**src/rtl/stage2_unpool_upsample_pkg.sv**
```systemverilog
// Shared widths and FSM encoding for the stage-2 unpool/upsample block.
package stage2_unpool_upsample_pkg;

  localparam int ST2_Unpool_IBW = 19;
  localparam int ST2_Unpool_X   = 12;
  localparam int ST2_Unpool_Y   = 12;

  typedef enum logic [1:0] {
    S_LOAD   = 2'd0,
    S_DUP    = 2'd1,
    S_REPLAY = 2'd2
  } st2_unpool_state_e;

  // Index width for a counter over n positions (at least one bit).
  function automatic int unsigned idx_width(input int unsigned n);
    return (n > 1) ? $clog2(n) : 1;
  endfunction

endpackage

```
**src/rtl/stage2_unpool_upsample_if.sv**
```systemverilog
// Ready/valid input and output streams of the stage-2 upsampler.
interface stage2_unpool_upsample_if
  import stage2_unpool_upsample_pkg::*;
#(
  parameter int IBW = ST2_Unpool_IBW
);

  logic           i_in_valid;
  logic           o_in_ready;
  logic [IBW-1:0] i_in_fmap;
  logic           o_ot_valid;
  logic           i_ot_ready;
  logic [IBW-1:0] o_ot_fmap;
  logic           o_ot_last;

  modport slave (
    input  i_in_valid, i_in_fmap, i_ot_ready,
    output o_in_ready, o_ot_valid, o_ot_fmap, o_ot_last
  );

  modport master (
    output i_in_valid, i_in_fmap, i_ot_ready,
    input  o_in_ready, o_ot_valid, o_ot_fmap, o_ot_last
  );

endinterface

```
**src/rtl/stage2_unpool_linebuf.sv**
```systemverilog
// One-row pixel store: written by column during the load pass, read back for the replay row.
module stage2_unpool_linebuf
  import stage2_unpool_upsample_pkg::*;
#(
  parameter int IBW   = ST2_Unpool_IBW,
  parameter int DEPTH = ST2_Unpool_X,
  parameter int AW    = 4
) (
  input  logic           clk,
  input  logic           we,
  input  logic [AW-1:0]  waddr,
  input  logic [IBW-1:0] wdata,
  input  logic [AW-1:0]  raddr,
  output logic [IBW-1:0] rdata
);

  logic [IBW-1:0] mem [DEPTH];

  always_ff @(posedge clk) begin
    if (we && (int'(waddr) < DEPTH)) begin
      mem[waddr] <= wdata;
    end
  end

  always_comb begin
    rdata = '0;
    if (int'(raddr) < DEPTH) begin
      rdata = mem[raddr];
    end
  end

endmodule

```
**src/rtl/stage2_unpool_upsample.sv**
```systemverilog
// 2x nearest-neighbour upsampler: each input pixel becomes a 2x2 output block.
module stage2_unpool_upsample
  import stage2_unpool_upsample_pkg::*;
#(
  parameter int IBW  = ST2_Unpool_IBW,
  parameter int IN_X = ST2_Unpool_X,
  parameter int IN_Y = ST2_Unpool_Y
) (
  input  logic                     clk,
  input  logic                     reset,
  stage2_unpool_upsample_if.slave  bus
);

  localparam int unsigned CW = idx_width(IN_X);
  localparam int unsigned RW = idx_width(IN_Y);
  localparam logic [CW-1:0] LAST_COL = CW'(IN_X - 1);
  localparam logic [RW-1:0] LAST_ROW = RW'(IN_Y - 1);

  st2_unpool_state_e state;
  logic [CW-1:0]  col;
  logic [CW-1:0]  rcol;
  logic [RW-1:0]  row;
  logic           phase;
  logic [IBW-1:0] hold;
  logic [IBW-1:0] ot_fmap;
  logic           ot_valid;
  logic           ot_last;
  logic [IBW-1:0] lb_rdata;
  logic           adv;
  logic           in_rdy;
  logic           in_xfer;

  assign adv     = !ot_valid || bus.i_ot_ready;
  assign in_rdy  = (state == S_LOAD) && adv;
  assign in_xfer = bus.i_in_valid && in_rdy;

  stage2_unpool_linebuf #(
    .IBW   (IBW),
    .DEPTH (IN_X),
    .AW    (int'(CW))
  ) u_linebuf (
    .clk   (clk),
    .we    (in_xfer),
    .waddr (col),
    .wdata (bus.i_in_fmap),
    .raddr (rcol),
    .rdata (lb_rdata)
  );

  // Output register only moves when the current beat is gone or was never valid.
  always_ff @(posedge clk or posedge reset) begin
    if (reset) begin
      state    <= S_LOAD;
      col      <= '0;
      rcol     <= '0;
      row      <= '0;
      phase    <= 1'b0;
      hold     <= '0;
      ot_fmap  <= '0;
      ot_valid <= 1'b0;
      ot_last  <= 1'b0;
    end else if (adv) begin
      unique case (state)
        S_LOAD: begin
          ot_last <= 1'b0;
          if (bus.i_in_valid) begin
            hold     <= bus.i_in_fmap;
            ot_fmap  <= bus.i_in_fmap;
            ot_valid <= 1'b1;
            state    <= S_DUP;
          end else begin
            ot_valid <= 1'b0;
          end
        end
        S_DUP: begin
          ot_fmap  <= hold;
          ot_valid <= 1'b1;
          ot_last  <= 1'b0;
          if (col == LAST_COL) begin
            col   <= '0;
            rcol  <= '0;
            phase <= 1'b0;
            state <= S_REPLAY;
          end else begin
            col   <= col + CW'(1);
            state <= S_LOAD;
          end
        end
        S_REPLAY: begin
          // Odd output row: each stored pixel is emitted twice (phase 0 then 1).
          ot_fmap  <= lb_rdata;
          ot_valid <= 1'b1;
          phase    <= ~phase;
          ot_last  <= phase && (rcol == LAST_COL) && (row == LAST_ROW);
          if (phase) begin
            if (rcol == LAST_COL) begin
              state <= S_LOAD;
              row   <= (row == LAST_ROW) ? '0 : row + RW'(1);
            end else begin
              rcol <= rcol + CW'(1);
            end
          end
        end
        default: state <= S_LOAD;
      endcase
    end
  end

  assign bus.o_in_ready = in_rdy;
  assign bus.o_ot_valid = ot_valid;
  assign bus.o_ot_fmap  = ot_fmap;
  assign bus.o_ot_last  = ot_last;

endmodule

```
**src/flat_wrapper.sv**
```systemverilog
// flat-port wrapper written by rule: the top's interface ports become plain ports
module stage2_unpool_upsample_flat import stage2_unpool_upsample_pkg::*;
#(
  parameter int IBW  = ST2_Unpool_IBW,
  parameter int IN_X = ST2_Unpool_X,
  parameter int IN_Y = ST2_Unpool_Y
)
  (clk, reset, bus_i_in_valid, bus_i_in_fmap, bus_i_ot_ready, bus_o_in_ready, bus_o_ot_valid, bus_o_ot_fmap, bus_o_ot_last);
  stage2_unpool_upsample_if #(.IBW(IBW)) bus_i ();
  input  logic clk;
  input  logic reset;
  input wire logic [$bits(bus_i.i_in_valid)-1:0] bus_i_in_valid;
  input wire logic [$bits(bus_i.i_in_fmap)-1:0] bus_i_in_fmap;
  input wire logic [$bits(bus_i.i_ot_ready)-1:0] bus_i_ot_ready;
  output wire logic [$bits(bus_i.o_in_ready)-1:0] bus_o_in_ready;
  output wire logic [$bits(bus_i.o_ot_valid)-1:0] bus_o_ot_valid;
  output wire logic [$bits(bus_i.o_ot_fmap)-1:0] bus_o_ot_fmap;
  output wire logic [$bits(bus_i.o_ot_last)-1:0] bus_o_ot_last;
  assign bus_i.i_in_valid = bus_i_in_valid;
  assign bus_i.i_in_fmap = bus_i_in_fmap;
  assign bus_i.i_ot_ready = bus_i_ot_ready;
  assign bus_o_in_ready = bus_i.o_in_ready;
  assign bus_o_ot_valid = bus_i.o_ot_valid;
  assign bus_o_ot_fmap = bus_i.o_ot_fmap;
  assign bus_o_ot_last = bus_i.o_ot_last;
  stage2_unpool_upsample #(.IBW(IBW), .IN_X(IN_X), .IN_Y(IN_Y)) u_core (.clk(clk), .reset(reset), .bus(bus_i));
endmodule
```
**config.mk**
```make
export PLATFORM = sky130hd
export DESIGN_NAME = stage2_unpool_upsample_flat
export DESIGN_NICKNAME = d
export VERILOG_FILES = /design/src/rtl/stage2_unpool_upsample_pkg.sv /design/src/rtl/stage2_unpool_upsample_if.sv /design/src/rtl/stage2_unpool_linebuf.sv /design/src/rtl/stage2_unpool_upsample.sv /design/src/flat_wrapper.sv
export SDC_FILE = /design/constraint.sdc
export NUM_CORES = 1
export LEC_CHECK = 0
export BUFFER_PORTS_ARGS = -buffer_cell sky130_fd_sc_hd__buf_2
export CELL_PAD_IN_SITES_DETAIL_PLACEMENT = 1
export CELL_PAD_IN_SITES_GLOBAL_PLACEMENT = 2
export CORE_ASPECT_RATIO = 0.7
export CORE_MARGIN = 5
export CORE_UTILIZATION = 46
export CTS_CLUSTER_SIZE = 10
export DETAILED_ROUTE_END_ITERATION = 8
export GPL_TIMING_DRIVEN = 0
export PLACE_DENSITY_LB_ADDON = 0.15
export SYNTH_ARGS = -nofsm -noshare
export SYNTH_HDL_FRONTEND = slang
export SYNTH_SLANG_ARGS = --single-unit
export TNS_END_PERCENT = 30
```
**constraint.sdc**
```tcl
create_clock -name clk -period 2.9 [get_ports clk]
set_input_delay 0 -clock clk [delete_from_list [all_inputs] [get_ports clk]]
set_output_delay 0 -clock clk [all_outputs]
set_load 0.02 [all_outputs]
```
Word-level counts from Yosys, hierarchy flattened
Memories as Yosys holds them, arrays and structs flattened.
Cells that the tools add are included.
{"block": "op_classes", "add_sub_neg": 3, "order_cmp": 2, "bitwise_logic": 1, "n_reduce_logical": 23, "n_eq_ne": 10, "n_mux": 21}
{"cell": "19-bit case mux with 3 select lines", "count": 1}
{"cell": "19-bit two-way mux", "count": 2}
{"cell": "4-bit two-way mux", "count": 5}
{"cell": "4-bit by 1-bit adder with 4-bit output (second input constant)", "count": 3}
{"cell": "4-bit equality test (second input constant)", "count": 3}
{"cell": "3-bit AND reduction", "count": 3}
{"cell": "4-bit less-than comparator (second input constant)", "count": 2}
{"cell": "2-bit two-way mux", "count": 4}
{"cell": "4-bit case mux with 2 select lines", "count": 1}
{"cell": "4-bit AND reduction", "count": 2}
{"cell": "2-bit by 1-bit inequality test with 1-bit output (second input constant)", "count": 3}
{"cell": "1-bit case mux with 2 select lines", "count": 3}
{"cell": "2-bit case mux with 3 select lines", "count": 1}
{"cell": "2-bit AND reduction", "count": 3}
{"cell": "2-bit nonzero test", "count": 3}
{"cell": "1-bit logical AND", "count": 5}
{"cell": "5-bit AND reduction", "count": 1}
{"cell": "1-bit two-way mux", "count": 4}
{"cell": "2-bit inequality test (second input constant)", "count": 2}
{"cell": "2-bit OR reduction", "count": 2}
{"cell": "3-bit nonzero test", "count": 1}
{"cell": "2-bit by 1-bit equality test with 1-bit output (second input constant)", "count": 1}
{"cell": "2-bit equality test (second input constant)", "count": 1}
{"cell": "2-bit zero test", "count": 1}
{"cell": "other kinds (3)", "count": 3}
{"block": "word_totals", "word_cells": 70, "in_bits": 23, "register_bits": 55, "ram_bits": 228, "n_memories": 1}
{"name": "u_core.u_linebuf.mem", "words": 12, "width": 19, "read_ports": 1, "rd_ports_with_merged_regs": 0, "wr": 1, "line": "stage2_unpool_linebuf.sv:17", "text": "logic [IBW-1:0] mem [DEPTH];"}

Logic depth before layout (Yosys ltp)
Gate-level depths: netlist (run 1).
{"block": "logic_depth", "word_depth": 7, "mapped_depth": 8, "depth_no_buf": 6}

By module
A second synthesis (run 1) with hierarchy kept.
{"block": "hier_totals", "cells_unflattened": 656, "area_unflattened_um2": 11377.2}
{"module": "stage2_unpool_linebuf", "seq_area_each_um2": 6846.6, "cells_per_inst": 384, "area_per_inst_um2": 8680.8, "n_inst": 1}
{"module": "stage2_unpool_upsample", "seq_area_each_um2": 1376.3, "cells_per_inst": 272, "area_per_inst_um2": 2696.3, "n_inst": 1}

Worst setup path after synthesis (run 1)
No wires, ideal clock.
{"block": "synth_timing", "kind": "register -> register", "startpoint": "reg u_core.ot_valid, in the netlist u_core.bus.o_ot_valid", "endpoint": "mem u_core.u_linebuf.mem[10][0] (netlist name), enable pin", "slack_ps": 730, "period_less_slack_ps": 2170, "setup_ps": 377, "t_required_ps": 2523, "path_stages_with_launch": 7, "arrival_ps": 1792, "cell_sequence": "dfrtp_1 nand2b_1 buf_2 and3_1 clkbuf_1 buf_2 and3_1"}
{"block": "synth_via", "elab_chain_len": 7}
{"element": "from (decl)", "line": "stage2_unpool_upsample.sv:26", "text": "logic ot_valid;"}
{"element": "from (signal assigned)", "line": "stage2_unpool_upsample.sv:60", "text": "ot_valid <= 1'b0;"}
{"element": "from (signal assigned)", "line": "stage2_unpool_upsample.sv:69", "text": "ot_valid <= 1'b1;"}
{"element": "from (signal assigned)", "line": "stage2_unpool_upsample.sv:72", "text": "ot_valid <= 1'b0;"}
{"element": "1-bit zero test", "line": "stage2_unpool_upsample.sv:33", "text": "assign adv = !ot_valid || bus.i_ot_ready;"}
{"element": "1-bit logical OR", "line": "stage2_unpool_upsample.sv:33"}
{"element": "1-bit logical AND", "line": "stage2_unpool_upsample.sv:34", "text": "assign in_rdy = (state == S_LOAD) && adv;"}
{"element": "1-bit logical AND", "line": "stage2_unpool_upsample.sv:35", "text": "assign in_xfer = bus.i_in_valid && in_rdy;"}
{"element": "1-bit logical AND", "line": "stage2_unpool_linebuf.sv:20", "text": "if (we && (int'(waddr) < DEPTH)) begin"}
{"element": "1-bit two-way mux", "line": "stage2_unpool_linebuf.sv:20"}
{"element": "1-bit two-way mux (implied by the code)", "line": "stage2_unpool_linebuf.sv:21", "text": "mem[waddr] <= wdata;"}
{"element": "to (decl)", "line": "stage2_unpool_linebuf.sv:17"}
No other way between the ends.

Final worst setup path (run 1)
{"block": "layout_timing", "startpoint": "reg u_core.rcol[1]", "endpoint": "reg u_core.ot_fmap[5], in the netlist u_core.bus.o_ot_fmap[5]"}
{"block": "layout_via", "elab_chain_len": 3, "word_cells_on_any_way": 4, "cone_classes": "order compare: 1; mux: 2; memory: 1"}
{"element": "from (decl)", "line": "stage2_unpool_upsample.sv:21", "text": "logic [CW-1:0] rcol;"}
{"element": "from (signal assigned)", "line": "stage2_unpool_upsample.sv:100", "text": "rcol <= rcol + CW'(1);"}
{"element": "memory 12 x 19 bit or 4-bit less-than comparator (tied branches)"}
{"element": "19-bit two-way mux (*)", "line": "stage2_unpool_linebuf.sv:27", "text": "if (int'(raddr) < DEPTH) begin"}
{"element": "19-bit case mux with 3 select lines (*)", "line": "stage2_unpool_upsample.sv:63", "text": "unique case (state)"}
{"element": "to (signal assigned)", "line": "stage2_unpool_upsample.sv:68", "text": "ot_fmap <= bus.i_in_fmap;"}
{"element": "to (signal assigned)", "line": "stage2_unpool_upsample.sv:76", "text": "ot_fmap <= hold;"}
{"element": "to (signal assigned)", "line": "stage2_unpool_upsample.sv:91", "text": "ot_fmap <= lb_rdata;"}
{"element": "to (decl)", "line": "stage2_unpool_upsample.sv:25", "text": "logic [IBW-1:0] ot_fmap;"}
Mark *: on every way between the ends. The rest lies on a longest branch, timed or not.
A chain may end at the register's enable or synchronous reset.

==> flow_metrics.py, run 1 <==
metrics = {
    "sta": {
        "fin_worst_skew_ns": 0.0178,
        "worstMarginPinSlew_ns": 1.21,
        "rsz0062_at_grt": "no",
        "hold_violations": 0,
        "finalSetupViolCount": 0,
        "post-route-min-period_ns": 2.73,
        "tns_ns": 0,
        "fmax_mhz": 366,
        "finalCritPeriodShare_pct": 94.2,
        "slew_violations": 0,
        "maxSlewHeadroom_pct": 19.3,
    },
    "final_layout": {
        "final_core_utilization_pct": 54.4,
        "area_growth_pct": 16.1,
        "layout-drive-gt1-share_pct": 17.1,
        "antennaDiodeCount": 0,
        "final_cells": 1194,
        "stdcell_area_mm2": 0.0135,
        "nets": 879,
    },
    "drt": {
        "wl_mm": 30.7,
        "top_layer_used": "met4",
        "drc": 0,
        "firstDrtPassIters": 5,
        "drtIter0Drc": 446,
        "ant_nets": 0,
        "wl_met3_mm": 1.67,
        "met2_wirelength_mm": 13.6,
        "drt-vias-per-instance": 5.80,
        "met1_length_mm": 15.0,
        "vias": 6920,
        "avgRoutedWirePerCell_um": 25.7,
    },
    "placement": {
        "place_hpwl_mm": 19.3,
        "placed_area_mm2": 0.0123,
        "place_inst": 1112,
        "place_congestion": 0.767,
        "port_buffers": 44,
    },
    "clocking": {
        "clk_latency_ns": 0.50,
        "clkSinkCount": 283,
        "clk_path_buf_depth": 3,
        "clk_pin_slew_worst_paths_ns": 0.06,
        "cts_tree": "yes",
        "cts_made_buffers": 34,
        "postCtsSetupBuffers": 0,
        "cts-htree-levels": 2,
        "root_buffer": "clkbuf_16",
    },
    "yosys": {
        "syn_area_mm2": 0.0116,
        "synth_edf_count": 228,
        "ys_types": 42,
        "yosysTopAreaCellShare_pct": 59.1,
        "synthCells": 741,
        "ys_seq_area_share_pct": 70.9,
        "yosysMostFrequentCell": "edfxtp_1",
        "yosys.area.top_type": "edfxtp_1",
        "yosys_warnings": 0,
        "syn_nets": 775,
        "synth_area_leaders": "edfxtp_1 (59%), dfrtp_1 (12%), mux2i_1 (9.9%)",
        "synthTopCellsByCount": "edfxtp_1 (228), mux2i_1 (115), dfrtp_1 (55)",
        "synthFlopType": "edfxtp_1",
        "ys_async_sr_fraction_pct": 19.4,
        "syn_avg_cell_area_um2": 15.6,
        "ys_ff_latch": 283,
    },
    "critical_path": {
        "cp-start-kind": "flop",
        "cp-end-kind": "flop",
        "crit_top_cell": "clkbuf_1",
        "reg2reg_from": "u_core.rcol[1]$_DFFE_PP0P_",
        "critPathRequiredTime_ns": 3.26,
        "crit_chain": "clkbuf_1, nor2_1, clkbuf_1, a22oi_1, nand3_1, a21oi_1",
        "crit_arrival_ns": 3.09,
        "reg2reg_to": "u_core.bus.o_ot_fmap[5]$_DFFE_PP0P_",
        "max_stage_delay_ns": 0.87,
        "crit_type": "flop to flop",
        "crit_buf_inv": 2,
        "critPathMaxFanout": 10,
        "slowest_stage": "nor2_1",
        "cp_top_family": "simple AND/OR/NAND/NOR gates",
        "reg2reg_depth": 6,
        "reg2reg_slack_ns": 0.17,
    },
    "global_routing": {
        "grt_remaining_overflow": 0,
        "grt_usage_pct": 21.8,
        "antenna_found_initial": 0,
        "grt_pass1_vias": 7317,
        "grt_first_pass_wirelength_mm": 46.1,
        "grt_start_max_net_pins": 31,
    },
    "worst_hold_path": {
        "hold_end": "u_core.state[1]$_DFFE_PP0P_",
        "holdPathStages": 4,
        "hold_class": "input port to flop",
        "worstHoldStart": "bus_i_ot_ready",
    },
    "floorplan": {
        "rows": 48,
        "die_y_um": 143,
        "die-area_mm2": 0.0285,
        "start_util_pct": 46.9,
        "io-pin-count": 45,
        "fp.dieW_um": 200,
        "core_mm2": 0.0247,
    },
    "status": {
        "status": "completed",
    },
    "power_and_ir_drop": {
        "peakVddDrop_v": 0.000530,
        "p_per_area_mw_per_mm2": 819,
        "power.leakage_nw": 4.49,
    },
    "job": {
        "cap_violations": 0,
    },
}
==> state kept, by name (all words and copies together), names as in the netlist <==
signal and count:
u_core.hold 19, u_core.rcol 4, u_core.bus.o_ot_fmap 19, u_core.row 4, u_core.bus.o_ot_valid 1, u_core.u_linebuf.mem 228, u_core.col 4, u_core.state 2
u_core.bus.o_ot_last 1, u_core.phase 1
==> area by class of cell <==
| cell class | instances | area [um2] |
|---|---|---|
| multi-input cells | 407 | 3140 |
| repair buffers | 68 | 475 |
| flip-flops and latches | 283 | 8220 |
| inverters | 7 | 26.3 |
| clock inverters | 2 | 15.0 |
| well taps | 325 | 407 |
| clock buffers | 58 | 962 |
| plain buffers | 44 | 209 |
| fillers | 2358 | 11300 |
==> layer usage <==
metal  up-vias  track usage (%)
li1       3093                -
met1      3636             33.5
met2       157             32.5
met3        34             4.62
met4         0             4.07
met5         -                0
==> tightest hold or removal path, stage by stage <==
cell,delay (ns)
buf_2,0.13
nor2b_4,0.17
a211oi_1,0.10
mux2_2,0.23
==> power by group <==
group / switching (mW) / internal (mW)
clock network: 1.56 / 2.25
registers: 0.278 / 4.85
logic: 1.31 / 0.781
total: 3.15 / 7.87
==> worst max path at each step <==
stage / start / endpoint / depth (start not counted)
2_1_floorplan: u_core.bus.o_ot_valid$_DFFE_PP0P_ / u_core.u_linebuf.mem[10][0]$_DFFE_PP_ / 6
3_3_place_gp: u_core.bus.o_ot_valid$_DFFE_PP0P_ / u_core.u_linebuf.mem[11][5]$_DFFE_PP_ / 4
3_5_place_dp: u_core.state[0]$_DFFE_PP0P_ / u_core.u_linebuf.mem[9][3]$_DFFE_PP_ / 6
4_1_cts: u_core.state[0]$_DFFE_PP0P_ / u_core.u_linebuf.mem[10][12]$_DFFE_PP_ / 6
5_1_grt: u_core.state[1]$_DFFE_PP0P_ / u_core.u_linebuf.mem[0][13]$_DFFE_PP_ / 5
6_report: u_core.rcol[1]$_DFFE_PP0P_ / u_core.bus.o_ot_fmap[5]$_DFFE_PP0P_ / 6
==> placed cells by master, fill, tap and decap left out, drive strengths merged, types with 22 or more instances in the layout <==
| master | synthesis | routed |
|---|---|---|
| dlygate4sd3 | 0 | 22 |
| edfxtp | 228 | 228 |
| mux2i | 115 | 115 |
| o22ai | 38 | 38 |
| buf | 26 | 72 |
| a21oi | 39 | 39 |
| nand2 | 28 | 28 |
| nand3 | 24 | 24 |
| dfrtp | 55 | 55 |
| mux2 | 25 | 25 |
| clkbuf | 18 | 76 |
==> metrics by stage <==
step | power (mW) | hold slack (ns) | worst slack, ns
6_report | 11.0 | 0.182 | 0.167
3_5_place_dp | 7.24 | 0.168 | -0.00301
5_1_grt | 11.5 | 0.199 | 0.0318
2_1_floorplan | 6.45 | 0.0989 | 0.730
3_3_place_gp | 7.12 | 0.329 | -0.00772
4_1_cts | 11.1 | 0.162 | 0.0108
==> kinds of logic after synthesis <==
logic type / Yosys count / synth area share (%)
multiplexers: 140 / 12.4
AND/OR/NAND/NOR: 122 / 5.78
adder cells (fa/ha/maj): 11 / 1.19
buffers and inverters: 51 / 2.03
flip-flops: 283 / 70.9
AO/OA/AOI/OAI: 134 / 7.72
==> timing repair <==
item / 4_1_cts / 5_1_grt
hold endpoints to repair: 268 / 0
hold buffers: 22 / 0
endpoints found under the setup margin: 0 / 95
resized for setup: 0 / 5
No activity file was read; power rests on OpenSTA's default activity.
==> inputs of run 2 (changes only) <==
--- a/config.mk
+++ b/config.mk
@@ -10,12 +10,13 @@
 export CELL_PAD_IN_SITES_GLOBAL_PLACEMENT = 2
 export CORE_ASPECT_RATIO = 0.7
 export CORE_MARGIN = 5
-export CORE_UTILIZATION = 46
+export CORE_UTILIZATION = 47
 export CTS_CLUSTER_SIZE = 10
 export DETAILED_ROUTE_END_ITERATION = 8
 export GPL_TIMING_DRIVEN = 0
 export PLACE_DENSITY_LB_ADDON = 0.15
 export SYNTH_ARGS = -nofsm -noshare
 export SYNTH_HDL_FRONTEND = slang
+export SYNTH_HIERARCHICAL = 1
 export SYNTH_SLANG_ARGS = --single-unit
 export TNS_END_PERCENT = 30
==> run 2 against run 1 <==
Effect of this change: sequential cell count did not move; die area down 3.7%; sequential power rose by 2%; critical endpoint is now u_core/u_linebuf/mem[10][7]$_DFFE_PP_; register-to-register slack worse by 0.02 ns; power rose by 16%; wire length is 1.4% lower; clock power up 3%; final area is 1.4% higher; largest cell class unchanged.
==> flow_metrics.py, run 2 <==
metrics = {
    "final_layout": {
        "largest_reg_flops": 228,
        "nFillCells": 2161,
        "nets": 804,
        "area_growth_pct": 19.9,
        "ff_latch_area_mm2": 0.00822,
        "top_register": "u_core/u_linebuf/mem",
        "final_common_cell": "edfxtp_1",
        "multiInputGateArea_mm2": 0.00296,
        "stdcell_area_mm2": 0.0136,
        "final_cell_mix": "edfxtp_1 (228), buf_2 (59), dfrtp_1 (55), mux4_2 (53), nand2_1 (49)",
        "layout-drive-gt1-share_pct": 26.5,
        "antennaDiodeCount": 0,
    },
    "critical_path": {
        "crit_arrival_ns": 2.88,
        "crit_type": "flop to flop",
        "cp-start-kind": "flop",
        "reg2reg_depth": 8,
        "critPathMaxFanout": 19,
        "cp-end-kind": "flop",
        "critPathRequiredTime_ns": 3.03,
    },
    "floorplan": {
        "die-area_mm2": 0.0275,
        "fp.dieW_um": 196,
        "rows": 47,
        "io-pin-count": 45,
        "start_util_pct": 47.9,
        "die_y_um": 140,
        "core_mm2": 0.0238,
    },
    "yosys": {
        "ys_async_sr_fraction_pct": 19.4,
        "synthCells": 656,
        "syn_nets": 687,
        "synth_compound_area_share_pct": 6.26,
        "yosys.area.top_type": "edfxtp_1",
        "ys_ff_latch": 283,
        "synth.area.mux_share_pct": 13.8,
        "ys_seq_area_share_pct": 72.3,
        "synth-simple-area-share_pct": 4.37,
        "yosysMostFrequentCell": "edfxtp_1",
        "yosys_warnings": 6,
        "yosysTopAreaCellShare_pct": 60.2,
        "syn_avg_cell_area_um2": 17.3,
        "synth_edf_count": 228,
        "synth_top_family_by_area": "multiplexers",
        "synthFlopType": "edfxtp_1",
        "synth_xor_area_share_pct": 0,
        "synthTopCellsByCount": "edfxtp_1 (228), dfrtp_1 (55), mux4_2 (53)",
        "synth_area_leaders": "edfxtp_1 (60%), dfrtp_1 (12%), mux4_2 (10%)",
        "synth_fa_ha_area_share_pct": 0.880,
        "ys_types": 40,
        "syn_area_mm2": 0.0114,
    },
    "sta": {
        "fin_ws_ns": 0.149,
        "fmax_mhz": 364,
        "finalCritPeriodShare_pct": 94.9,
        "slew_violations": 0,
        "hold_slack_ns": 0.0321,
        "hold_violations": 0,
        "worstMarginPinSlew_ns": 0.841,
        "fin_worst_skew_ns": 0.0206,
        "finalSetupViolCount": 0,
        "post-route-min-period_ns": 2.75,
        "rsz0062_at_grt": "yes",
        "maxSlewHeadroom_pct": 43.8,
        "tns_ns": 0,
    },
    "clocking": {
        "clkSinkCount": 283,
        "root_buffer": "clkbuf_16",
        "cts_made_buffers": 34,
        "clk_path_buf_depth": 3,
        "clk_latency_ns": 0.52,
        "cts-htree-levels": 2,
        "clk_pin_slew_worst_paths_ns": 0.06,
        "cts_tree": "yes",
    },
    "global_routing": {
        "grt_pass1_vias": 7129,
        "grt_start_max_net_pins": 39,
        "grt_usage_pct": 22.6,
        "antenna_found_initial": 0,
        "grt_remaining_overflow": 0,
        "grt_first_pass_wirelength_mm": 45.7,
    },
    "drt": {
        "firstDrtPassIters": 5,
        "drc": 0,
        "drtIter0Drc": 676,
        "met2_wirelength_mm": 14.8,
        "avgRoutedWirePerCell_um": 27.1,
        "wl_mm": 30.2,
        "vias": 6552,
        "drt-vias-per-instance": 5.87,
        "wl_met3_mm": 1.76,
        "top_layer_used": "met4",
        "met1_length_mm": 13.0,
        "ant_nets": 0,
    },
    "status": {
        "status": "completed",
    },
    "placement": {
        "port_buffers": 44,
        "place_congestion": 0.764,
        "dpl_worst_slack_ns": -0.604,
        "placed_area_mm2": 0.0123,
        "place_hpwl_mm": 19.3,
    },
    "power_and_ir_drop": {
        "power.leakage_nw": 4.80,
        "p_per_area_mw_per_mm2": 940,
        "p_total_mw": 12.8,
        "peakVddDrop_v": 0.000500,
    },
    "job": {
        "cap_violations": 0,
    },
    "worst_hold_path": {
        "hold_class": "input port to asynchronous set/reset pin",
    },
}
-- run 2: cell types whose count changed after synthesis, sizes merged, moves of 20 or more --
cell    previous run  this run
a211oi            20         0
a21oi             39         3
inv                7        27
mux2i            115         0
mux4               0        57
nand2             28        49
o21ai              7        68
o22ai             38         1
-- run 2: metal layers --
metal  GRT usage, %  vias up
met5              0        -
met4           6.79        0
met3           4.70       51
met2           36.6      197
met1           31.2     3485
li1               -     2819
-- run 2: cell families (layout without fill, tap and decap cells) --
logic type      after synthesis  count (layout)
flops                       283             283
fa+ha+maj                     8               8
compound gates              118             118
buf+inv                      61             204
mux                          81              81
simple gates                105             105
-- run 2: final timing paths --
kind	from	endpoint	slack [ns]
max in group asynchronous	reset	u_core/bus.o_ot_fmap[8]$_DFFE_PP0P_	2.28
hold reg to reg	u_core/bus.o_ot_fmap[15]$_DFFE_PP0P_	u_core/bus.o_ot_fmap[15]$_DFFE_PP0P_	0.49
hold / removal	reset	u_core/state[0]$_DFFE_PP0P_	0.03
min in group clk	bus_i_in_valid	u_core/state[0]$_DFFE_PP0P_	0.37
setup reg to reg	u_core/state[0]$_DFFE_PP0P_	u_core/u_linebuf/mem[10][7]$_DFFE_PP_	0.15
setup / recovery	u_core/state[0]$_DFFE_PP0P_	u_core/u_linebuf/mem[10][7]$_DFFE_PP_	0.15
-- run 2: worst max-delay path, cell delays in order, from the launching register on --
cell and delay, ns:
dfrtp_1 0.43, inv_1 0.12, ha_1 0.19, and2_1 0.14, nand2_1 0.06, buf_4 0.20, inv_1 0.12, nand3b_1 0.31
nor2_4 0.75
-- run 2: repair_timing --
| item | 4_1_cts | 5_1_grt |
|---|---|---|
| resized for setup | 6 | 5 |
| pin swaps | 1 | 1 |
| setup buffers | 2 | 1 |
| hold buffers | 23 | 0 |
| setup endpoints to repair | 79 | 57 |
| hold endpoints to repair | 315 | 0 |
-- run 2: cell type report --
type / instances / area share [%]
Inverter: 27 / 0.743
Tap cell: 318 / 2.92
Clock buffer: 61 / 7.45
Clock inverter: 1 / 0.0642
Sequential cell: 283 / 60.3
Timing Repair Buffer: 81 / 5.51
Buffer: 34 / 1.35
Multi-Input combinational cell: 312 / 21.7
-- run 2: metrics by stage --
step,cells,util (%)
6_report,1117,57.4
5_1_grt,1117,57.4
4_1_cts,1116,57.3
3_5_place_dp,1029,51.8
3_3_place_gp,1018,50.6
2_1_floorplan,656,-
-- run 2: report_power, final --
group          switching, mW  internal [mW]
Combinational           2.26           1.43
Clock                   1.57           2.36
Sequential             0.324           4.88
Total                   4.15           8.67
